## src/rtl/serial_mag_comparator_if.sv

```systemverilog
// Handshake and operand/result bundle for serial_mag_comparator.
// master = requester side, slave = comparator side.
interface serial_mag_comparator_if #(
  parameter int WIDTH = 8
);
  logic             start;
  logic             signed_mode;
  logic [WIDTH-1:0] A;
  logic [WIDTH-1:0] B;
  logic             busy;
  logic             done;
  logic             G;
  logic             L;
  logic             E;

  modport master (
    output start, signed_mode, A, B,
    input  busy, done, G, L, E
  );

  modport slave (
    input  start, signed_mode, A, B,
    output busy, done, G, L, E
  );
endinterface

```

## src/rtl/serial_mag_comparator.sv

```systemverilog
// Bit-serial MSB-first magnitude comparator, unsigned or two's-complement per operation.
// Optional macro SERIAL_CMP_EARLY_EXIT_EN: finish on the first differing bit instead of after WIDTH cycles.
module serial_mag_comparator #(
  parameter int WIDTH = 8,
  parameter int IDX_W = $clog2(WIDTH)
) (
  input  logic                   clk,
  input  logic                   rst_n,
  serial_mag_comparator_if.slave cmp
);

  typedef enum logic [1:0] {
    ST_IDLE = 2'd0,
    ST_BUSY = 2'd1,
    ST_DONE = 2'd2
  } state_e;

  localparam logic [IDX_W-1:0] IDX_MSB  = IDX_W'(WIDTH - 1);
  localparam logic [IDX_W-1:0] IDX_ZERO = '0;
  localparam logic [IDX_W-1:0] IDX_ONE  = IDX_W'(1);

  state_e           state_q, state_d;
  logic [WIDTH-1:0] a_q, a_d;
  logic [WIDTH-1:0] b_q, b_d;
  logic             signed_q, signed_d;
  logic [IDX_W-1:0] idx_q, idx_d;
  logic             decided_q, decided_d;
  logic             gt_q, gt_d;
  logic             lt_q, lt_d;
  logic             g_q, g_d;
  logic             l_q, l_d;
  logic             e_q, e_d;

  logic a_bit, b_bit, bit_diff, at_sign, a_wins, first_hit;
  logic gt_now, lt_now, finish;

  // NOTE: every state flop resets asynchronously and updates with <= so all
  // registers see the same pre-edge values regardless of statement order.
  always_ff @(posedge clk or negedge rst_n) begin
    if (!rst_n) begin
      state_q   <= ST_IDLE;
      a_q       <= '0;
      b_q       <= '0;
      signed_q  <= 1'b0;
      idx_q     <= '0;
      decided_q <= 1'b0;
      gt_q      <= 1'b0;
      lt_q      <= 1'b0;
      g_q       <= 1'b0;
      l_q       <= 1'b0;
      e_q       <= 1'b0;
    end else begin
      state_q   <= state_d;
      a_q       <= a_d;
      b_q       <= b_d;
      signed_q  <= signed_d;
      idx_q     <= idx_d;
      decided_q <= decided_d;
      gt_q      <= gt_d;
      lt_q      <= lt_d;
      g_q       <= g_d;
      l_q       <= l_d;
      e_q       <= e_d;
    end
  end

  // NOTE: every variable below is given a default first, so no path can
  // leave one unassigned and infer a latch.
  always_comb begin
    state_d   = state_q;
    a_d       = a_q;
    b_d       = b_q;
    signed_d  = signed_q;
    idx_d     = idx_q;
    decided_d = decided_q;
    gt_d      = gt_q;
    lt_d      = lt_q;
    g_d       = g_q;
    l_d       = l_q;
    e_d       = e_q;

    a_bit     = a_q[idx_q];
    b_bit     = b_q[idx_q];
    bit_diff  = a_bit ^ b_bit;
    // A set sign bit means a smaller two's-complement value, so the sense flips there.
    at_sign   = signed_q && (idx_q == IDX_MSB);
    a_wins    = at_sign ? ~a_bit : a_bit;
    first_hit = ~decided_q & bit_diff;
    gt_now    = first_hit ? a_wins  : gt_q;
    lt_now    = first_hit ? ~a_wins : lt_q;
`ifdef SERIAL_CMP_EARLY_EXIT_EN
    finish    = (idx_q == IDX_ZERO) || first_hit;
`else
    finish    = (idx_q == IDX_ZERO);
`endif

    unique case (state_q)
      ST_IDLE, ST_DONE: begin
        if (cmp.start) begin
          a_d       = cmp.A;
          b_d       = cmp.B;
          signed_d  = cmp.signed_mode;
          idx_d     = IDX_MSB;
          decided_d = 1'b0;
          gt_d      = 1'b0;
          lt_d      = 1'b0;
          g_d       = 1'b0;
          l_d       = 1'b0;
          e_d       = 1'b0;
          state_d   = ST_BUSY;
        end else if (state_q == ST_DONE) begin
          state_d = ST_IDLE;
        end
      end
      ST_BUSY: begin
        decided_d = decided_q | bit_diff;
        gt_d      = gt_now;
        lt_d      = lt_now;
        if (finish) begin
          g_d     = gt_now;
          l_d     = lt_now;
          e_d     = ~(decided_q | bit_diff);
          state_d = ST_DONE;
        end else begin
          idx_d = idx_q - IDX_ONE;
        end
      end
      default: state_d = ST_IDLE;
    endcase
  end

  assign cmp.busy = (state_q == ST_BUSY);
  assign cmp.done = (state_q == ST_DONE);
  assign cmp.G    = g_q;
  assign cmp.L    = l_q;
  assign cmp.E    = e_q;

endmodule
```

## src/flat_wrapper.sv

```systemverilog
// flat-port wrapper written by rule: the top's interface ports become plain ports
module serial_mag_comparator_flat 
#(
  parameter int WIDTH = 8,
  parameter int IDX_W = $clog2(WIDTH)
)
  (clk, rst_n, cmp_start, cmp_signed_mode, cmp_A, cmp_B, cmp_busy, cmp_done, cmp_G, cmp_L, cmp_E);
  serial_mag_comparator_if #(.WIDTH(WIDTH)) cmp_i ();
  input  logic clk;
  input  logic rst_n;
  input wire logic [$bits(cmp_i.start)-1:0] cmp_start;
  input wire logic [$bits(cmp_i.signed_mode)-1:0] cmp_signed_mode;
  input wire logic [$bits(cmp_i.A)-1:0] cmp_A;
  input wire logic [$bits(cmp_i.B)-1:0] cmp_B;
  output wire logic [$bits(cmp_i.busy)-1:0] cmp_busy;
  output wire logic [$bits(cmp_i.done)-1:0] cmp_done;
  output wire logic [$bits(cmp_i.G)-1:0] cmp_G;
  output wire logic [$bits(cmp_i.L)-1:0] cmp_L;
  output wire logic [$bits(cmp_i.E)-1:0] cmp_E;
  assign cmp_i.start = cmp_start;
  assign cmp_i.signed_mode = cmp_signed_mode;
  assign cmp_i.A = cmp_A;
  assign cmp_i.B = cmp_B;
  assign cmp_busy = cmp_i.busy;
  assign cmp_done = cmp_i.done;
  assign cmp_G = cmp_i.G;
  assign cmp_L = cmp_i.L;
  assign cmp_E = cmp_i.E;
  serial_mag_comparator #(.WIDTH(WIDTH), .IDX_W(IDX_W)) u_core (.clk(clk), .rst_n(rst_n), .cmp(cmp_i));
endmodule
```

## config.mk

```make
export PLATFORM = sky130hd
export DESIGN_NAME = serial_mag_comparator_flat
export DESIGN_NICKNAME = d
export VERILOG_FILES = /design/src/rtl/serial_mag_comparator_if.sv /design/src/rtl/serial_mag_comparator.sv /design/src/flat_wrapper.sv
export SDC_FILE = /design/constraint.sdc
export NUM_CORES = 1
export LEC_CHECK = 0
export BUFFER_PORTS_ARGS = -buffer_cell sky130_fd_sc_hd__buf_4
export CAP_MARGIN = 0
export CORE_MARGIN = 1
export CORE_UTILIZATION = 57
export CTS_BUF_LIST = sky130_fd_sc_hd__clkbuf_4 sky130_fd_sc_hd__clkbuf_8
export DETAILED_ROUTE_END_ITERATION = 10
export GPL_ROUTABILITY_DRIVEN = 1
export GPL_TIMING_DRIVEN = 0
export PLACE_DENSITY = 0.87
export SYNTH_ARGS = -nofsm -noshare
export SYNTH_HDL_FRONTEND = slang
export SYNTH_SLANG_ARGS = --single-unit
export TNS_END_PERCENT = 10
```

## constraint.sdc

```tcl
create_clock -name clk -period 2.9 [get_ports clk]
set_input_delay 0.87 -clock clk [delete_from_list [all_inputs] [get_ports clk]]
set_output_delay 0.87 -clock clk [all_outputs]
set_load 0.03 [all_outputs]
```

==> results of run 1 <==
through the flow:
step | power [mW] | std cells | setup WS [ns] | hold WS (ns)
after global placement | 1.496 | 194 | 0.4960 | 0.4545
after CTS | 1.698 | 197 | 0.4088 | 0.4485
after detailed placement | 1.548 | 194 | 0.4271 | 0.4683
final | 1.694 | 197 | 0.4075 | 0.4259
after global routing | 1.818 | 197 | 0.3013 | 0.4456
after floorplan | 1.322 | 142 | 0.6141 | 0.4385
registers in the layout, indices dropped and copies added (netlist names):
name / flops
u_core.a_q: 8
u_core.gt_q: 1
u_core.cmp.E: 1
u_core.lt_q: 1
u_core.cmp.G: 1
u_core.state_q: 2
u_core.idx_q: 3
u_core.b_q: 8
u_core.signed_q: 1
u_core.decided_q: 1
u_core.cmp.L: 1
kinds of logic after synthesis:
kind of cell	share of synthesized area, %
mux	12.86
buf+inv	4.132
xor+xnor	0.6429
fa+ha+maj	2.755
flops	51.42
compound gates	4.499
simple gates	23.69
worst max path at each step:
stage | start | end | slack (ns)
CTS | u_core.idx_q[0]$_DFFE_PN0P_ | u_core.lt_q$_DFFE_PN0P_ | 0.41
detailed placement | u_core.idx_q[0]$_DFFE_PN0P_ | u_core.lt_q$_DFFE_PN0P_ | 0.43
global placement | u_core.idx_q[0]$_DFFE_PN0P_ | u_core.lt_q$_DFFE_PN0P_ | 0.50
global route | u_core.idx_q[0]$_DFFE_PN0P_ | u_core.lt_q$_DFFE_PN0P_ | 0.30
floorplan | u_core.idx_q[0]$_DFFE_PN0P_ | u_core.lt_q$_DFFE_PN0P_ | 0.61
finish | u_core.idx_q[0]$_DFFE_PN0P_ | u_core.lt_q$_DFFE_PN0P_ | 0.41
layer usage:
metal	share of wire [%]	track usage, %	up-vias	wire, um
met5	0	0	-	0
met2	52	43.56	15	1327
met3	1.9	2.976	4	48
met4	1.5	9.259	0	38
li1	-	-	516	-
met1	45	28.02	499	1163
synth_stat cells, types with 3 or more instances:
master | count | area (um2)
nand2b_1 | 3 | 18.77
nand2_1 | 58 | 217.7
clkbuf_1 | 6 | 22.52
nand3_1 | 3 | 15.01
ha_1 | 3 | 37.54
nor2_1 | 5 | 18.77
mux2i_1 | 4 | 40.04
dfrtp_1 | 28 | 700.7
mux4_2 | 3 | 67.56
inv_1 | 5 | 18.77
mux2_4 | 3 | 45.04
a31oi_1 | 3 | 18.77
layout make-up:
type / instances / area, um2
inverter: 5 / 18.77
fill: 188 / 633.1
buffer: 8 / 37.54
clock buffer: 3 / 22.52
tap: 28 / 35.03
sequential: 28 / 700.7
timing repair buffer: 24 / 180.2
multi-input combinational: 101 / 605.6
worst max-delay path: stages (launching register included):
cell,delay [ns]
dfrtp_1,0.41
buf_6,0.17
mux2_1,0.34
mux4_2,0.50
xor2_1,0.45
or3_4,0.23
mux2_4,0.29
report_power, final:
part | internal [mW] | switching [mW]
sequential | 0.566 | 0.114
combinational | 0.392 | 0.465
clock | 0.0487 | 0.107
==> key figures, run 1 <==
Status
  – Status: complete, no violations

Clock tree
  – H-tree levels: 1
  – CTS max path bufs: 2
  – Post-CTS sizing: 0
  – Clock Latency Late Sink: 0.32 ns
  – CTS Root Cell: clkbuf_4
  – # hold bufs at CTS: 0
  – CTS tree: built
  – Total CTS buffers: 3
  – CTS clk-pin slew, worst paths: 0.14 ns
  – Sinks on the clock net: 28
  – Setup Buffers After CTS: 0

STA
  – Slew @ Worst Pin: 0.4878 ns
  – Top achievable clock speed: 0.4012 GHz
  – RSZ-0062 raised after global routing: no
  – Period utilisation layout: 85.95%
  – Final Max Slew Viols: 0
  – Setup violators final: 0
  – Final hold violations: 0
  – Worst slew margin: 67.37%
  – Setup TNS: 0 ns
  – Worst Skew: 0.002462 ns
  – Minimum clock period: 2.492 ns

Cells and area
  – Most frequent cells in the layout: nand2_1, dfrtp_1, buf_4
  – Layout cell share with drive strength beyond 1: 20.71%
  – Final nets: 194
  – Final instance area: 1600 um2
  – # diodes: 0
  – Commonest non-fill, non-tap cell in the layout: nand2_1
  – Area Overhead vs Synth: 17.45%
  – Fin util: 71.65%

Global route
  – Vias in the first global route: 1,057
  – Total grt overflow: 0
  – Gr usage total: 23.70%
  – Largest net degree at the start of global routing: 29
  – Global-route wire length before repair: 4.443 mm
  – Initial antenna violation count: 0

Critical path
  – Worst path arrival time: 2.72 ns
  – Largest fanout on the critical path: 9
  – Crit Path Class: reg2reg
  – Crit end category: flop
  – Reg-to-reg slack, setup: 0.41 ns
  – CP Launch Type: flop
  – R2r worst-path depth: 6
  – R2r startpoint: u_core.idx_q[0]$_DFFE_PN0P_
  – Critical path required time: 3.12 ns
  – End of the worst register-to-register path: u_core.lt_q$_DFFE_PN0P_

Synthesis
  – Cell area after synthesis: 1363 um2
  – Post-synth ARST share: 100.0%
  – Mean area per synthesized cell: 9.595 um2
  – Synthesized Nets: 165
  – Yosys Warn Count: 0
  – Seq/Total Area, Yosys: 51.42%
  – Post-synthesis cell type count: 26
  – Top_reg_cell synth: dfrtp_1
  – Post-synth EDFFs: 0
  – Synthesized flop and latch total: 28
  – Mapped Cells: 142

Floorplan
  – Core area: 2233 um2
  – Die height: 50.89 um
  – Starting density of the core: 61.01%
  – Die ar.: 2590 um2
  – Chip width: 50.89 um
  – Io pins: 25
  – Rows: 17

Route
  – Post-route antenna net violation count: 0
  – Vias per cell: 5.249
  – Via count: 1,034
  – DRC Markers: 0
  – Wire length per cell: 13.08 um
  – DRT iter0 DRCs: 12
  – DRT Wirelength: 2.576 mm
  – DR pass1 iterations: 4

Place
  – Dpl hpwl: 1.967 mm
  – Port bufs: 24
  – Placed instance area: 1578 um2
  – RePlAce Congestion: 0.7586

Power
  – Leakage: 0.8466 nW
  – VDD IR max: 0.0007310 V
  – PwrDens: 1058 nW/um2

Flow run
  – Maxcap violations: 0

Min path
  – Hold Path Class: in2async
Power figures use the tool's default switching activity.
==> inputs of run 2 (changes only) <==
--- a/config.mk
+++ b/config.mk
@@ -7,7 +7,7 @@
 export LEC_CHECK = 0
 export BUFFER_PORTS_ARGS = -buffer_cell sky130_fd_sc_hd__buf_4
 export CAP_MARGIN = 0
-export CORE_MARGIN = 1
+export CORE_MARGIN = 3
 export CORE_UTILIZATION = 57
 export CTS_BUF_LIST = sky130_fd_sc_hd__clkbuf_4 sky130_fd_sc_hd__clkbuf_8
 export DETAILED_ROUTE_END_ITERATION = 10
==> run 2 against run 1 <==
Against the previous run:
- sequential power hardly changed
- critical path depth unchanged
- largest power group unchanged
- combinational power is 1% higher
==> key figures, run 2 (same netlist as run 1, synthesis figures left out) <==
Place
  – Port bufs: 24 (unchanged)
  – Dpl hpwl: 2.073 mm (was 1.967 mm)
  – RePlAce Congestion: 0.7280 (was 0.7586)
  – Dpl cells: 194 (unchanged)
  – Placed instance area: 1578 um2 (unchanged)

Global route
  – Gr usage total: 20.14% (was 23.70%)
  – Largest net degree at the start of global routing: 29 (unchanged)
  – Initial antenna violation count: 0 (unchanged)
  – Vias in the first global route: 1,029 (was 1,057)
  – Total grt overflow: 0 (unchanged)
  – Global-route wire length before repair: 4.333 mm (was 4.443 mm)

STA
  – Setup TNS: 0 ns (unchanged)
  – Slew @ Worst Pin: 0.4792 ns (was 0.4878 ns)
  – Worst Skew: 0.004507 ns (was 0.002462 ns)
  – Setup violators final: 0 (unchanged)
  – Final hold violations: 0 (unchanged)
  – Worst slew margin: 67.94% (was 67.37%)
  – Final Max Slew Viols: 0 (unchanged)
  – Period utilisation layout: 85.19% (was 85.95%)
  – Minimum clock period: 2.471 ns (was 2.492 ns)
  – Top achievable clock speed: 0.4048 GHz (was 0.4012 GHz)
  – RSZ-0062 raised after global routing: no (unchanged)

Critical path
  – CP Launch Type: flop (unchanged)
  – Critical path required time: 3.13 ns (was 3.12 ns)
  – R2r worst-path depth: 6 (unchanged)
  – Worst path arrival time: 2.70 ns (was 2.72 ns)
  – R2r startpoint: u_core.idx_q[0]$_DFFE_PN0P_ (unchanged)
  – Reg-to-reg slack, setup: 0.43 ns (was 0.41 ns)
  – Largest fanout on the critical path: 9 (unchanged)
  – Crit end category: flop (unchanged)
  – Crit Path Class: reg2reg (unchanged)
  – End of the worst register-to-register path: u_core.lt_q$_DFFE_PN0P_ (unchanged)

Power
  – Sw frac: 40.96% (was 40.53%)
  – Internal power: 1.008 mW (was 1.007 mW)
  – Leakage: 0.8466 nW (unchanged)
  – Post-layout power: 1.707 mW (was 1.694 mW)
  – VDD IR max: 0.0007390 V (was 0.0007310 V)
  – Share of total power in the clock network: 9.3% (was 9.2%)
  – Psw: 0.6994 mW (was 0.6865 mW)
  – Reg power frac: 40.0% (was 40.2%)
  – PwrDens: 1067 nW/um2 (was 1058 nW/um2)
  – Logic pwr share: 50.7% (was 50.6%)

Clock tree
  – CTS max path bufs: 2 (unchanged)
  – Post-CTS sizing: 0 (unchanged)
  – Sinks on the clock net: 28 (unchanged)
  – H-tree levels: 1 (unchanged)
  – Setup Buffers After CTS: 0 (unchanged)
  – CTS Root Cell: clkbuf_4 (unchanged)
  – # hold bufs at CTS: 0 (unchanged)
  – Clock Latency Late Sink: 0.32 ns (about the same)
  – CTS tree: built (unchanged)
  – CTS clk-pin slew, worst paths: 0.14 ns (about the same)
  – Total CTS buffers: 3 (unchanged)

Cells and area
  – Final instance area: 1600 um2 (unchanged)
  – Layout cell share with drive strength beyond 1: 20.71% (unchanged)
  – Area Overhead vs Synth: 17.45% (unchanged)
  – FF/Latch Area: 700.7 um2 (unchanged)
  – Final nets: 194 (unchanged)
  – Post-route insts no fill: 197 (unchanged)
  – Commonest non-fill, non-tap cell in the layout: nand2_1 (unchanged)
  – Most frequent cells in the layout: nand2_1, dfrtp_1, buf_4 (unchanged)
  – # diodes: 0 (unchanged)
  – Layout fillers: 175 (was 188)
  – Largest regs: u_core.a_q x8, u_core.b_q x8, u_core.idx_q x3 (unchanged)
  – Area of the multi-input gates: 605.6 um2 (unchanged)
  – Fin util: 71.65% (unchanged)

Route
  – Vias per cell: 5.320 (was 5.249)
  – Post-route antenna net violation count: 0 (unchanged)
  – DRT iter0 DRCs: 30 (was 12)
  – Via count: 1,048 (was 1,034)
  – DRC Markers: 0 (unchanged)
  – DR pass1 iterations: 4 (unchanged)
  – DRT Wirelength: 2.674 mm (was 2.576 mm)
  – Wire length per cell: 13.57 um (was 13.08 um)

Floorplan
  – Chip width: 54.89 um (was 50.89 um)
  – Starting density of the core: 61.01% (unchanged)
  – Die height: 54.89 um (was 50.89 um)
  – Rows: 17 (unchanged)
  – Io pins: 25 (unchanged)
  – Die ar.: 3013 um2 (was 2590 um2)
  – Core area: 2233 um2 (unchanged)

Status
  – Status: complete, no violations (unchanged)

Flow run
  – Maxcap violations: 0 (unchanged)

Min path
  – Hold Path Class: in2async (unchanged)
run 2: worst max-delay path by stage:
stage                                     start                      end  slack, ns  cells past startpoint
floorplan           u_core.idx_q[0]$_DFFE_PN0P_  u_core.lt_q$_DFFE_PN0P_       0.61                      6
global placement    u_core.idx_q[0]$_DFFE_PN0P_  u_core.lt_q$_DFFE_PN0P_       0.49                      6
detailed placement  u_core.idx_q[0]$_DFFE_PN0P_  u_core.lt_q$_DFFE_PN0P_       0.43                      6
CTS                 u_core.idx_q[0]$_DFFE_PN0P_  u_core.lt_q$_DFFE_PN0P_       0.42                      6
global route        u_core.idx_q[0]$_DFFE_PN0P_  u_core.lt_q$_DFFE_PN0P_       0.34                      6
finish              u_core.idx_q[0]$_DFFE_PN0P_  u_core.lt_q$_DFFE_PN0P_       0.43                      6
run 2: power groups by stage:
stage,sequential [mW],combinational [mW],clock [mW]
6_report,0.682,0.866,0.158
5_1_grt,0.703,0.957,0.174
4_1_cts,0.681,0.876,0.159
3_5_place_dp,0.692,0.872,0
3_3_place_gp,0.676,0.820,0
2_1_floorplan,0.693,0.629,0
run 2: through the flow:
step / setup WS (ns) / hold slack (ns)
final: 0.4294 / 0.4281
after global routing: 0.3394 / 0.4473
after CTS: 0.4232 / 0.4442
after detailed placement: 0.4315 / 0.4604
after global placement: 0.4944 / 0.4548
after floorplan: 0.6141 / 0.4385
run 2: critical path, stage by stage, from the launching register on:
cell and delay [ns]:
dfrtp_1 0.43, buf_6 0.16, mux2_4 0.31, mux4_2 0.52, xor2_1 0.44, or3_4 0.23, mux2_4 0.29
run 2: per-layer routing:
| metal | up-vias | share of wire [%] | track usage (%) | routed length, um |
|---|---|---|---|---|
| met5 | - | 0 | 0 | 0 |
| met1 | 503 | 43 | 25.93 | 1148 |
| li1 | 515 | - | - | - |
| met3 | 6 | 4.2 | 2.681 | 111 |
| met4 | 0 | 1.2 | 6.073 | 33 |
| met2 | 24 | 52 | 35.24 | 1380 |
run 2: cell type report:
cell class | count | area share (%)
inverters | 5 | 1.173
well taps | 28 | 2.189
clock buffers | 3 | 1.407
repair buffers | 24 | 11.26
flip-flops and latches | 28 | 43.78
multi-input cells | 101 | 37.84
plain buffers | 8 | 2.346
==> inputs of run 3 (changes only) <==
--- a/config.mk
+++ b/config.mk
@@ -5,15 +5,15 @@
 export SDC_FILE = /design/constraint.sdc
 export NUM_CORES = 1
 export LEC_CHECK = 0
-export BUFFER_PORTS_ARGS = -buffer_cell sky130_fd_sc_hd__buf_4
 export CAP_MARGIN = 0
 export CORE_MARGIN = 3
-export CORE_UTILIZATION = 57
+export CORE_UTILIZATION = 64
 export CTS_BUF_LIST = sky130_fd_sc_hd__clkbuf_4 sky130_fd_sc_hd__clkbuf_8
 export DETAILED_ROUTE_END_ITERATION = 10
+export DONT_BUFFER_PORTS = 1
 export GPL_ROUTABILITY_DRIVEN = 1
 export GPL_TIMING_DRIVEN = 0
-export PLACE_DENSITY = 0.87
+export PLACE_DENSITY = 0.86
 export SYNTH_ARGS = -nofsm -noshare
 export SYNTH_HDL_FRONTEND = slang
 export SYNTH_SLANG_ARGS = --single-unit
==> constraint.sdc (replaced) <==
create_clock -name clk -period 2.9 [get_ports clk]
set_input_delay 0.87 -clock clk [delete_from_list [all_inputs] [get_ports clk]]
set_output_delay 0.87 -clock clk [all_outputs]
set_load 0.05 [all_outputs]
==> run 3 against run 2 <==
Against the previous run:
- wire length fell by 2.7%
- largest cell class unchanged
- count of clock-buffer cells in the layout is the same
- final area fell by 9.5%
- register-to-register slack worse by 0.05 ns
- critical path depth stayed put
- total power increased by 4.5%
- clock power up 63%
- global-route usage increased by 1.9 points
- worst hold slack worse by 0.23 ns
- core utilization increased by 1.5 points
- clock skew increased by 0.0021 ns
- sequential cell count unchanged
- critical endpoint unchanged
==> key figures, run 3 (same netlist as run 1, synthesis figures left out) <==
Status
  – Status: complete, no violations (unchanged)

Cells and area
  – Layout cell share with drive strength beyond 1: 8.219% (was 20.71%)
  – # diodes: 0 (unchanged)
  – Largest regs: u_core.a_q x8, u_core.b_q x8, u_core.idx_q x3 (unchanged)
  – Fin util: 73.11% (was 71.65%)
  – Final nets: 170 (was 194)
  – Commonest non-fill, non-tap cell in the layout: nand2_1 (unchanged)
  – Final instance area: 1449 um2 (was 1600 um2)
  – Most frequent cells in the layout: nand2_1, dfrtp_1, clkbuf_1 (was nand2_1, dfrtp_1, buf_4)
  – Area Overhead vs Synth: 6.336% (was 17.45%)

Route
  – DRT Wirelength: 2.603 mm (was 2.674 mm)
  – DRC Markers: 0 (unchanged)
  – Via count: 961 (was 1,048)
  – DR pass1 iterations: 4 (unchanged)
  – Post-route antenna net violation count: 0 (unchanged)
  – Wire length per cell: 15.05 um (was 13.57 um)
  – DRT iter0 DRCs: 13 (was 30)
  – Vias per cell: 5.555 (was 5.320)

Clock tree
  – Post-CTS sizing: 0 (unchanged)
  – CTS tree: built (unchanged)
  – Setup Buffers After CTS: 0 (unchanged)
  – Clock Latency Late Sink: 0.33 ns (was 0.32 ns)
  – # hold bufs at CTS: 0 (unchanged)
  – Sinks on the clock net: 28 (unchanged)
  – CTS clk-pin slew, worst paths: 0.15 ns (was 0.14 ns)
  – H-tree levels: 1 (unchanged)
  – Total CTS buffers: 3 (unchanged)
  – CTS Root Cell: clkbuf_4 (unchanged)
  – CTS max path bufs: 2 (unchanged)

Power
  – Logic pwr share: 43.7% (was 50.7%)
  – Post-layout power: 1.785 mW (was 1.707 mW)
  – Reg power frac: 41.9% (was 40.0%)
  – Leakage: 0.7432 nW (was 0.8466 nW)
  – Sw frac: 41.18% (was 40.96%)
  – PwrDens: 1232 nW/um2 (was 1067 nW/um2)
  – VDD IR max: 0.0006575 V (was 0.0007390 V)
  – Share of total power in the clock network: 14.4% (was 9.3%)
  – Psw: 0.7349 mW (was 0.6994 mW)
  – Internal power: 1.050 mW (was 1.008 mW)

Critical path
  – Crit end category: flop (unchanged)
  – Critical path cell sequence: buf_6 > mux2_1 > mux4_2 > xor2_1 > or3_4 > mux2_4 (was buf_6 > mux2_4 > mux4_2 > xor2_1 > or3_4 > mux2_4)
  – Reg-to-reg slack, setup: 0.38 ns (was 0.43 ns)
  – WP buf/inv: 1 (unchanged)
  – Largest fanout on the critical path: 9 (unchanged)
  – Worst path arrival time: 2.75 ns (was 2.70 ns)
  – Delay-heaviest family, CP: multiplexers (unchanged)
  – Worst path max stage delay: 0.49 ns (was 0.52 ns)
  – CP Launch Type: flop (unchanged)
  – Crit Path Class: reg2reg (unchanged)
  – Critical path required time: 3.13 ns (about the same)
  – CP max stage cell: mux4_2 (unchanged)

STA
  – Worst setup margin: 0.3787 ns (was 0.4294 ns)
  – Final hold violations: 0 (unchanged)
  – Worst Skew: 0.006598 ns (was 0.004507 ns)
  – Setup TNS: 0 ns (unchanged)
  – RSZ-0062 raised after global routing: no (unchanged)
  – Final Max Slew Viols: 0 (unchanged)
  – Slew @ Worst Pin: 0.9244 ns (was 0.4792 ns)
  – Worst slew margin: 38.25% (was 67.94%)
  – Setup violators final: 0 (unchanged)
  – Period utilisation layout: 86.94% (was 85.19%)
  – Top achievable clock speed: 0.3966 GHz (was 0.4048 GHz)
  – Minimum clock period: 2.521 ns (was 2.471 ns)

Place
  – Port bufs: 0 (was 24)
  – RePlAce Congestion: 0.7506 (was 0.7280)
  – Pre-CTS setup slack: 0.4311 ns (was 0.4315 ns)
  – Placed instance area: 1396 um2 (was 1578 um2)
  – Dpl hpwl: 1.885 mm (was 2.073 mm)

Floorplan
  – Die ar.: 2719 um2 (was 3013 um2)
  – Die height: 52.14 um (was 54.89 um)
  – Io pins: 25 (unchanged)
  – Rows: 16 (was 17)
  – Chip width: 52.14 um (was 54.89 um)
  – Core area: 1982 um2 (was 2233 um2)
  – Starting density of the core: 68.75% (was 61.01%)

Flow run
  – Maxcap violations: 0 (unchanged)

Global route
  – Vias in the first global route: 1,034 (was 1,029)
  – Largest net degree at the start of global routing: 29 (unchanged)
  – Total grt overflow: 0 (unchanged)
  – Global-route wire length before repair: 4.347 mm (was 4.333 mm)
  – Gr usage total: 22.07% (was 20.14%)
  – Initial antenna violation count: 0 (unchanged)

Min path
  – Hold Path Class: in2async (unchanged)
==> run 3: cell types whose count changed in the layout (fill, tap and decap cells not counted), sizes merged <==
cell	previous run	this run
bufinv	0	1
buf	26	2
==> run 3: layout make-up <==
class / instances / area (um2)
Sequential cell: 28 / 700.7
Multi-Input combinational cell: 101 / 605.6
Fill cell: 144 / 533.0
Buffer: 8 / 37.54
Tap cell: 27 / 33.78
Clock inverter: 1 / 30.03
Clock buffer: 3 / 22.52
Inverter: 5 / 18.77
==> run 3: final timing paths <==
check	start	endpoint	depth (start not counted)
setup / recovery	u_core.idx_q[0]$_DFFE_PN0P_	u_core.lt_q$_DFFE_PN0P_	6
hold / removal	rst_n	u_core.idx_q[0]$_DFFE_PN0P_	0
setup reg to reg	u_core.idx_q[0]$_DFFE_PN0P_	u_core.lt_q$_DFFE_PN0P_	6
hold reg to reg	u_core.b_q[7]$_DFFE_PN0P_	u_core.b_q[7]$_DFFE_PN0P_	2
max in group asynchronous	rst_n	u_core.gt_q$_DFFE_PN0P_	0
min in group clk	u_core.b_q[7]$_DFFE_PN0P_	u_core.b_q[7]$_DFFE_PN0P_	2
==> run 3: routing by layer <==
layer | share of wire, % | GRT usage, % | vias up
li1 | - | - | 469
met3 | 4.7 | 3.152 | 9
met5 | 0 | 0 | -
met2 | 48 | 37.87 | 29
met1 | 44 | 27.41 | 454
met4 | 3.0 | 10.21 | 0
==> run 3: power groups by stage <==
| stage | clock (mW) | sequential (mW) | combinational [mW] |
|---|---|---|---|
| after floorplan | 0 | 0.722 | 0.641 |
| after global placement | 0 | 0.744 | 0.725 |
| after detailed placement | 0 | 0.757 | 0.770 |
| after CTS | 0.257 | 0.748 | 0.784 |
| after global routing | 0.274 | 0.774 | 0.859 |
| final | 0.257 | 0.748 | 0.780 |
==> run 3: metrics by stage <==
step	hold WS, ns	std cells
CTS	0.1948	173
global route	0.1696	173
finish	0.2004	173
global placement	0.4535	169
floorplan	0.4385	142
detailed placement	0.4587	169
